<file path="config.mk">
export PLATFORM = sky130hd
export DESIGN_NAME = e203_dtcm_arbt
export DESIGN_NICKNAME = d
export VERILOG_FILES = /design/src/rtl/e203_dtcm_arbt.sv
export SDC_FILE = /design/constraint.sdc
export NUM_CORES = 1
export LEC_CHECK = 0
export CAP_MARGIN = 10
export CORE_ASPECT_RATIO = 0.7
export CORE_UTILIZATION = 31
export DETAILED_ROUTE_END_ITERATION = 7
export GPL_ROUTABILITY_DRIVEN = 0
export PLACE_DENSITY = 0.88
export REMOVE_ABC_BUFFERS = 1
export SYNTH_ARGS = -nofsm -noshare
export SYNTH_HDL_FRONTEND = slang
export SYNTH_SLANG_ARGS = --single-unit
export TNS_END_PERCENT = 1
</file>
<file path="constraint.sdc">
create_clock -name clk -period 2.5 [get_ports clk]
set_input_delay 0.25 -clock clk [delete_from_list [all_inputs] [get_ports clk]]
set_output_delay 0.25 -clock clk [all_outputs]
set_load 0.01 [all_outputs]
</file>
<file path="src/rtl/e203_dtcm_arbt.sv">
// Two-port DTCM arbiter: round-robin grant between LSU (p0) and external bus (p1),
// one-cycle RAM read response with a hold register for stalled responses, idle light-sleep.
module e203_dtcm_arbt #(
  parameter int RAM_AW  = 14,
  parameter int DW      = 32,
  parameter int MW      = 4,
  parameter int LS_IDLE = 16
) (
  input  logic              clk,
  input  logic              rst,
  input  logic              p0_cmd_valid,
  output logic              p0_cmd_ready,
  input  logic              p0_cmd_read,
  input  logic [RAM_AW+1:0] p0_cmd_addr,
  input  logic [DW-1:0]     p0_cmd_wdata,
  input  logic [MW-1:0]     p0_cmd_wmask,
  output logic              p0_rsp_valid,
  input  logic              p0_rsp_ready,
  output logic [DW-1:0]     p0_rsp_rdata,
  input  logic              p1_cmd_valid,
  output logic              p1_cmd_ready,
  input  logic              p1_cmd_read,
  input  logic [RAM_AW+1:0] p1_cmd_addr,
  input  logic [DW-1:0]     p1_cmd_wdata,
  input  logic [MW-1:0]     p1_cmd_wmask,
  output logic              p1_rsp_valid,
  input  logic              p1_rsp_ready,
  output logic [DW-1:0]     p1_rsp_rdata,
  output logic              ram_cs,
  output logic              ram_we,
  output logic [RAM_AW-1:0] ram_addr,
  output logic [MW-1:0]     ram_wem,
  output logic [DW-1:0]     ram_din,
  input  logic [DW-1:0]     ram_dout,
  output logic              ram_sd,
  output logic              ram_ds,
  output logic              ram_ls
);

  typedef enum logic [1:0] {
    ST_IDLE = 2'd0,
    ST_RSP  = 2'd1,
    ST_HOLD = 2'd2
  } state_e;

  localparam logic [7:0] LS_MAX = 8'(LS_IDLE);

  state_e        state_q, state_d;
  logic          owner_q, owner_d;
  logic          rd_q, rd_d;
  logic          rr_q, rr_d;
  logic [7:0]    idle_q, idle_d;
  logic [DW-1:0] hold_q, hold_d;

  logic          any_vld_s;
  logic          own_rdy_s;
  logic          acc_s;
  logic          gnt_vld_s;
  logic          gnt_port_s;
  logic          gnt_read_s;
  logic [DW-1:0] rsp_data_s;

  assign ram_sd = 1'b0;
  assign ram_ds = 1'b0;
  assign ram_ls = (idle_q == LS_MAX);

  // Acceptance, grant selection and response data path.
  always_comb begin
    any_vld_s = p0_cmd_valid | p1_cmd_valid;
    own_rdy_s = owner_q ? p1_rsp_ready : p0_rsp_ready;
    // Waking from light sleep costs one cycle: nothing is accepted while ram_ls is high.
    acc_s     = !rst && !ram_ls && ((state_q == ST_IDLE) || own_rdy_s);
    gnt_vld_s = acc_s && any_vld_s;
    if (p0_cmd_valid && p1_cmd_valid) begin
      gnt_port_s = rr_q;
    end else begin
      gnt_port_s = p1_cmd_valid;
    end
    gnt_read_s = gnt_port_s ? p1_cmd_read : p0_cmd_read;
    if (state_q == ST_HOLD) begin
      rsp_data_s = hold_q;
    end else if (rd_q) begin
      rsp_data_s = ram_dout;
    end else begin
      rsp_data_s = '0;
    end
  end

  // Command-side and response-side outputs.
  always_comb begin
    p0_cmd_ready = gnt_vld_s && !gnt_port_s;
    p1_cmd_ready = gnt_vld_s && gnt_port_s;
    ram_cs       = gnt_vld_s;
    ram_we       = gnt_vld_s && !gnt_read_s;
    ram_addr     = gnt_port_s ? p1_cmd_addr[RAM_AW+1:2] : p0_cmd_addr[RAM_AW+1:2];
    ram_din      = gnt_port_s ? p1_cmd_wdata : p0_cmd_wdata;
    if (ram_we) begin
      ram_wem = gnt_port_s ? p1_cmd_wmask : p0_cmd_wmask;
    end else begin
      ram_wem = '0;
    end
    p0_rsp_valid = (state_q != ST_IDLE) && !owner_q;
    p1_rsp_valid = (state_q != ST_IDLE) && owner_q;
    p0_rsp_rdata = rsp_data_s;
    p1_rsp_rdata = rsp_data_s;
  end

  // Next-state: response FSM, ownership, round-robin pointer and idle counter.
  always_comb begin
    state_d = state_q;
    owner_d = owner_q;
    rd_d    = rd_q;
    rr_d    = rr_q;
    hold_d  = hold_q;
    idle_d  = idle_q;
    if (gnt_vld_s) begin
      state_d = ST_RSP;
      owner_d = gnt_port_s;
      rd_d    = gnt_read_s;
      rr_d    = !gnt_port_s;
    end else if (state_q == ST_IDLE) begin
      state_d = ST_IDLE;
    end else if (own_rdy_s) begin
      state_d = ST_IDLE;
    end else begin
      // Stalled response: freeze the data so later ram_dout changes are not seen.
      state_d = ST_HOLD;
      hold_d  = rsp_data_s;
    end
    if (any_vld_s) begin
      idle_d = 8'd0;
    end else if ((state_q == ST_IDLE) && (idle_q != LS_MAX)) begin
      idle_d = idle_q + 8'd1;
    end else begin
      idle_d = idle_q;
    end
  end

  // State registers.
  always_ff @(posedge clk or posedge rst) begin
    if (rst) begin
      state_q <= ST_IDLE;
      owner_q <= 1'b0;
      rd_q    <= 1'b0;
      rr_q    <= 1'b0;
      idle_q  <= 8'd0;
      hold_q  <= '0;
    end else begin
      state_q <= state_d;
      owner_q <= owner_d;
      rd_q    <= rd_d;
      rr_q    <= rr_d;
      idle_q  <= idle_d;
      hold_q  <= hold_d;
    end
  end

endmodule

</file>
==> metrics.txt, run 1 <==
count of H-tree levels built during CTS 2; Layout Nets around 810; startpoint of the worst setup timing path idle_q[1]; Final Hold Vio Count 0; worst-path maximum fanout 5; peak supply drop 0.0005583 V; Worst Setup End Kind primary output; count of buffers inserted at the top-level ports 260; most frequent cells in the layout 252 x sky130_fd_sc_hd__clkdlybuf4s50_1, 205 x sky130_fd_sc_hd__nand2_1, 45 x sky130_fd_sc_hd__dfrtp_1, 35 x sky130_fd_sc_hd__nand3_1, 33 x sky130_fd_sc_hd__mux2_2; xor/xnor share of the synthesized area 1.618%; vias per std cell 4.764; area of the mapped netlist 3248 µm²; Leakage Power 0.002760 µW; type of the tightest min-delay check primary input to asynchronous set/reset pin; distinct cell type count of the synthesized netlist 32; area of the die 10900 µm²; Chip Height 87.64 µm; number of iterations in the first detailed-routing pass 5; pre-CTS WS -0.1723 ns; RR Startpoint idle_q[1]; Boundary Pins 267; delay of the slowest critical-path stage 0.51 ns; detailed-route via count 3792; WL final 12.32 mm; half-perimeter wire length after detailed placement 9.837 mm; count of mapped cells out of synthesis 442; number of buffers added for setup after CTS 0; adder-cell share of the synthesized area 0.7704%; critical path data arrival time 2.19 ns; routed len/inst 15.47 µm; initial drt markers 150; post-layout min period 2.441 ns; transition time at the pin with the least slew margin 0.5736 ns; type of the worst setup path flip-flop to primary output; Simple-Gate Fraction of Synth Area 36.29%; number of antenna violations at the first check in global routing 1; gr usage total 21.95%; post-route ant nets 0; power consumption 5298 µW; clock edge transition at the registers on the reported setup and hold paths 0.06 ns; status finished, final reports clean; switching share of power between 30% and 40%; most common library cell in the layout ignoring fill and taps sky130_fd_sc_hd__clkdlybuf4s50_1; worst-path cell chain inv_1, ha_1, and3_1, or4_4, buf_4, a21oi_1, clkdlybuf4s15_1; Sum Neg Setup Slack 0 ns; Power Density 886.4 nW/µm²; register area share after synthesis 34.67%; required time at the worst-slack endpoint between 2 and 2.5 ns; RSZ-0062 raised after global routing true; crit path max-delay cell type sky130_fd_sc_hd__or4_4; share of total power in sequential cells 20.9%; worst relative slew slack 61.50%; slack of the critical path about 0.059 ns; pin count of the biggest net entering global routing between 40 and 50; synthesized flop and latch total 45; via count of the first global-routing pass 3836; Fin Clk Skew 0.004292 ns; Final Hold Slack 0.5066 ns; fraction of the cycle the final worst path needs between 90% and 100%; area fraction in compound gates after synthesis 1.888%; Final Slew Violations 0; setup violators final 0; combinational share of power approximately 65%; combinational family with the most area after synthesis simple AND/OR/NAND/NOR gates; total number of yosys warnings 0; P&R area growth vs syn 84.01%; source-to-sink clock delay at the later pin of the worst-skew pair 0.28 ns; row cnt 30; detailed-route DRC error count 0; number of antenna repair diodes 0; switching power total about 2000 µW; proportion of power drawn by the clock network 14.5%; Clock Root Buffer sky130_fd_sc_hd__clkbuf_16; post-synthesis area per instance 7.349 µm²; post-synthesis mux area share 12.83%; TritonCTS clock tree built; Sinks on Clock Net 45; Max Clock Freq about 0.41 GHz; Cell Int Power around 3300 µW; global-route wire length before repair roughly 19 mm; global-route congestion overflow total 0; ratio of cells with drive above 1 in the final layout 10.78%; number of max-cap violations 0; horizontal die dimension 124.3 µm; Critical Path Source Type flip-flop; clock buffer depth 2; starting density of the core 32.65%; Core ar. 9947 µm²; number of buffers created by CTS 5
-- cell families after synthesis --
group | Yosys count
AND/OR/NAND/NOR | 279
flip-flops | 45
XOR/XNOR | 6
multiplexers | 36
adder cells (fa/ha/maj) | 2
other | 1
buffers and inverters | 65
AO/OA/AOI/OAI | 8
-- cells in the mapped netlist, drive strengths merged --
master | number | share of area, %
nand3b | 8 | 1.8
nor2 | 13 | 1.7
nand4 | 3 | 0.58
or2 | 1 | 0.19
mux2 | 36 | 13
nor3b | 1 | 0.23
or4 | 1 | 0.23
xor2 | 5 | 1.3
xnor2 | 1 | 0.27
or3 | 1 | 0.19
clkinv | 1 | 0.27
inv | 3 | 0.35
ha | 2 | 0.77
o31ai | 1 | 0.23
nor2b | 3 | 0.58
buf | 41 | 8.9
conb | 1 | 0.12
nand3 | 35 | 5.4
a211oi | 1 | 0.62
nand2b | 2 | 0.39
a311oi | 1 | 0.27
a21oi | 5 | 0.77
clkbuf | 20 | 2.3
nand2 | 205 | 24
dfrtp | 45 | 35
nor4b | 1 | 0.27
and3 | 2 | 0.39
and2 | 3 | 0.58
-- power by group through the flow --
stage / combinational [µW] / sequential (µW) / clock (µW)
global route: 3670 / 1140 / 814
detailed placement: 3420 / 1120 / 0
floorplan: 1470 / 1130 / 0
global placement: 3350 / 1100 / 0
CTS: 3440 / 1110 / 779
finish: 3420 / 1110 / 769
-- layer usage --
layer | vias up | track usage [%] | part of all wire, %
met5 | - | 0 | 0.15
met2 | 143 | 40.63 | 52
met4 | 2 | 9.419 | 3.6
met1 | 1784 | 24.81 | 40
met3 | 36 | 4.765 | 4.8
li1 | 1827 | - | -
-- sequential cells by signal (all words and copies together), names as in the netlist --
register  cells
hold_q       32
idle_q        8
state_q       2
owner_q       1
rd_q          1
rr_q          1
-- final timing paths --
check / endpoint / slack, ns / cells past startpoint
max in group asynchronous: hold_q[3] / 1.59 / 3
min in group clk: hold_q[8] / 0.51 / 1
hold / removal: idle_q[2] / 0.51 / 3
hold reg to reg: hold_q[8] / 0.51 / 1
setup reg to reg: rd_q / 0.36 / 8
setup / recovery: ram_wem[2] / 0.06 / 7
-- per-stage QoR --
step | utilization, % | instances | area [µm²]
3_3_place_gp | 58.45 | 788 | 5814
3_5_place_dp | 58.45 | 788 | 5814
2_1_floorplan | - | 382 | 2888
4_1_cts | 60.13 | 796 | 5981
5_1_grt | 60.09 | 796 | 5977
6_report | 60.09 | 796 | 5977
-- layout make-up --
class,instances,area [µm²]
multi-input cells,333,1749
inverters,4,20.02
fillers,802,3970
clock buffers,7,142.6
flip-flops and latches,45,1126
repair buffers,278,2749
well taps,128,160.2
clock inverters,1,30.03
-- critical path, delay by kind of cell (launching register included) --
kind            cells  cell delay, ns
flops               1            0.39
simple gates        2            0.70
compound gates      1            0.12
buf+inv             3            0.49
fa+ha+maj           1            0.19
-- repair_timing --
action	in CTS	in global routing
endpoints found under the setup margin	8	7
hold endpoints to repair	0	0
cloned	0	0
hold buffers	0	0
resized for setup	9	10
No activity file was read; power rests on OpenSTA's default activity.
==> run 2, diff against run 1 <==
- REMOVE_ABC_BUFFERS: 1 -> default
==> run 2 against run 1 <==
Clock skew is 0.0013 ns lower. Highest routed layer is now met4. First-iteration DRC count is 8.7% lower. Critical endpoint is now ram_wem[1]. Sequential share of layout area is 0.14 points higher.
==> metrics.txt, run 2 (synthesis results as in run 1) <==
global-route wire length before repair 18.43 mm (-4.0%); source-to-sink clock delay at the later pin of the worst-skew pair 0.27 ns (about the same); area of the die 10900 µm² (unchanged); count of fill cells added during filler insertion 846 (+5.5%); clock buffer depth 2 (unchanged); startpoint of the worst setup timing path idle_q[1]; TritonCTS clock tree built; Fin Clk Skew 0.003000 ns (-0.001291 ns); required time at the worst-slack endpoint 2.25 ns (about the same); Reg-to-Reg End owner_q; Final Slew Violations 0 (unchanged); gr usage total 20.83% (-1.1 points); post-detailed-placement cell area 5826 µm² (+0.19%); detailed-route via count 3726 (-1.7%); transition time at the pin with the least slew margin 0.5526 ns (-0.02098 ns); starting density of the core 32.65% (unchanged); pin count of the biggest net entering global routing 52 (+13%); largest register by flop count hold_q; largest registers ranked by flip-flop count hold_q (32), idle_q (8), state_q (2); RR Startpoint idle_q[1]; count of buffers inserted at the top-level ports 260 (unchanged); final cell count without fillers 794 (-0.25%); Layout Nets 813 (unchanged); count of H-tree levels built during CTS 2 (unchanged); peak supply drop 0.0006324 V (+13%); post-route ant nets 0 (unchanged); horizontal die dimension 124.3 µm (unchanged); top cell family by delay on the critical path simple AND/OR/NAND/NOR gates; row cnt 30 (unchanged); total instance count after detailed placement 788 (unchanged); half-perimeter wire length after detailed placement 9.141 mm (-7.1%); number of buffers and inverters on the critical path 3 (unchanged); worst reg2reg setup slack 0.35 ns (about the same); via count of the first global-routing pass 3773 (-1.6%); number of iterations in the first detailed-routing pass 4 (-1); number of buffers created by CTS 5 (unchanged); pre-CTS WS -0.1944 ns (-0.02208 ns); final cell area excluding filler cells 5933 µm² (-0.73%); Power Density 861.0 nW/µm² (-2.9%); Sum Neg Setup Slack 0 ns (unchanged); number of antenna violations at the first check in global routing 0 (-1); clock edge transition at the registers on the reported setup and hold paths 0.06 ns (about the same); Boundary Pins 267 (unchanged); initial drt markers 137 (-8.7%); WL final 11.47 mm (-6.9%); worst-path cell chain inv_1, ha_1, and3_1, or4_4, buf_4, a21oi_1, clkdlybuf4s15_1; most frequent cells in the layout 252 x sky130_fd_sc_hd__clkdlybuf4s50_1, 205 x sky130_fd_sc_hd__nand2_1, 45 x sky130_fd_sc_hd__dfrtp_1, 35 x sky130_fd_sc_hd__nand3_1, 33 x sky130_fd_sc_hd__mux2_2; P&R area growth vs syn 82.67%; Final Hold Slack 0.4308 ns (-0.07584 ns); Clock Root Buffer sky130_fd_sc_hd__clkbuf_16; status finished, final reports clean; Leakage Power 0.002741 µW (-0.69%); Final Hold Vio Count 0 (unchanged); crit path max-delay cell type sky130_fd_sc_hd__or4_4; Sinks on Clock Net 45 (unchanged); fraction of the cycle the final worst path needs 97.79% (+0.15 points); type of the tightest min-delay check primary input to asynchronous set/reset pin; routed len/inst 14.44 µm (-6.7%); Stages on worst setup path 7 (unchanged); Chip Height 87.64 µm (unchanged); worst relative slew slack 63.11% (+1.6 points); Max Clock Freq 0.4090 GHz (-0.15%); Critical Path Source Type flip-flop; area used by sequential logic in the layout 1126 µm² (unchanged); Core ar. 9947 µm² (unchanged); cells on worst reg2reg path 8 (unchanged); type of the worst setup path flip-flop to primary output; RSZ-0062 raised after global routing true; vias per std cell 4.693 (-1.5%); slack of the critical path 0.05523 ns (-0.003635 ns); Worst Setup End Kind primary output; setup violators final 0 (unchanged); detailed-route DRC error count 0 (unchanged); delay of the slowest critical-path stage 0.51 ns (about the same); most common library cell in the layout ignoring fill and taps sky130_fd_sc_hd__clkdlybuf4s50_1; ratio of cells with drive above 1 in the final layout 10.81% (+0.032 points); number of max-cap violations 0 (unchanged); number of antenna repair diodes 0 (unchanged); worst-path maximum fanout 6 (+1); area of combinational cells with multiple inputs 1748 µm² (about the same); critical path data arrival time 2.19 ns (about the same); global-route congestion overflow total 0 (unchanged); crit path to ram_wem[1]; max reg flops 32 (unchanged); post-layout min period 2.445 ns (+0.003635 ns)
[run 2: changes by cell type in the layout (fill, tap and decap cells not counted), sizes merged]
| cell | previous run | this run |
|---|---|---|
| bufinv | 1 | 0 |
| dlygate4sd2 | 2 | 1 |
| clkdlybuf4s15 | 3 | 2 |
| clkinv | 1 | 2 |
[run 2: repair_timing]
item,4_1_cts,5_1_grt
endpoints found under the setup margin,8,7
hold buffers,0,0
pin swaps,0,0
buffers inserted,0,0
resized for setup,9,12
[run 2: through the flow]
| step | total power (µW) | utilization [%] |
|---|---|---|
| final | 5108 | 59.65 |
| after global routing | 5463 | 59.65 |
| after CTS | 5176 | 59.81 |
| after detailed placement | 4552 | 58.57 |
| after global placement | 4456 | 58.57 |
| after floorplan | 2994 | - |
[run 2: worst min path at each step]
stage,from,to,slack [ns],cells past startpoint
finish,rst,hold_q[5],0.43,2
global route,rst,hold_q[5],0.50,2
CTS,rst,hold_q[5],0.44,2
detailed placement,hold_q[18],hold_q[18],0.50,1
global placement,hold_q[5],hold_q[5],0.49,1
floorplan,p0_cmd_valid,idle_q[1],0.44,3
[run 2: final cells by class]
type                            count  area share, %
Tap cell                          128          2.699
Timing Repair Buffer              278          46.33
Clock inverter                      1        0.08435
Inverter                            4         0.3374
Clock buffer                        5          2.109
Sequential cell                    45          18.98
Multi-Input combinational cell    333          29.46
[run 2: per-layer routing]
metal | wire length [µm] | GRT usage [%]
met5 | 0 | 0
met3 | 638 | 4.093
met2 | 5855 | 38.98
met1 | 4862 | 25.20
met4 | 109 | 3.943
[run 2: power breakdown]
group,internal [µW],switching [µW]
sequential,970,140
combinational,1880,1520
clock,357,243
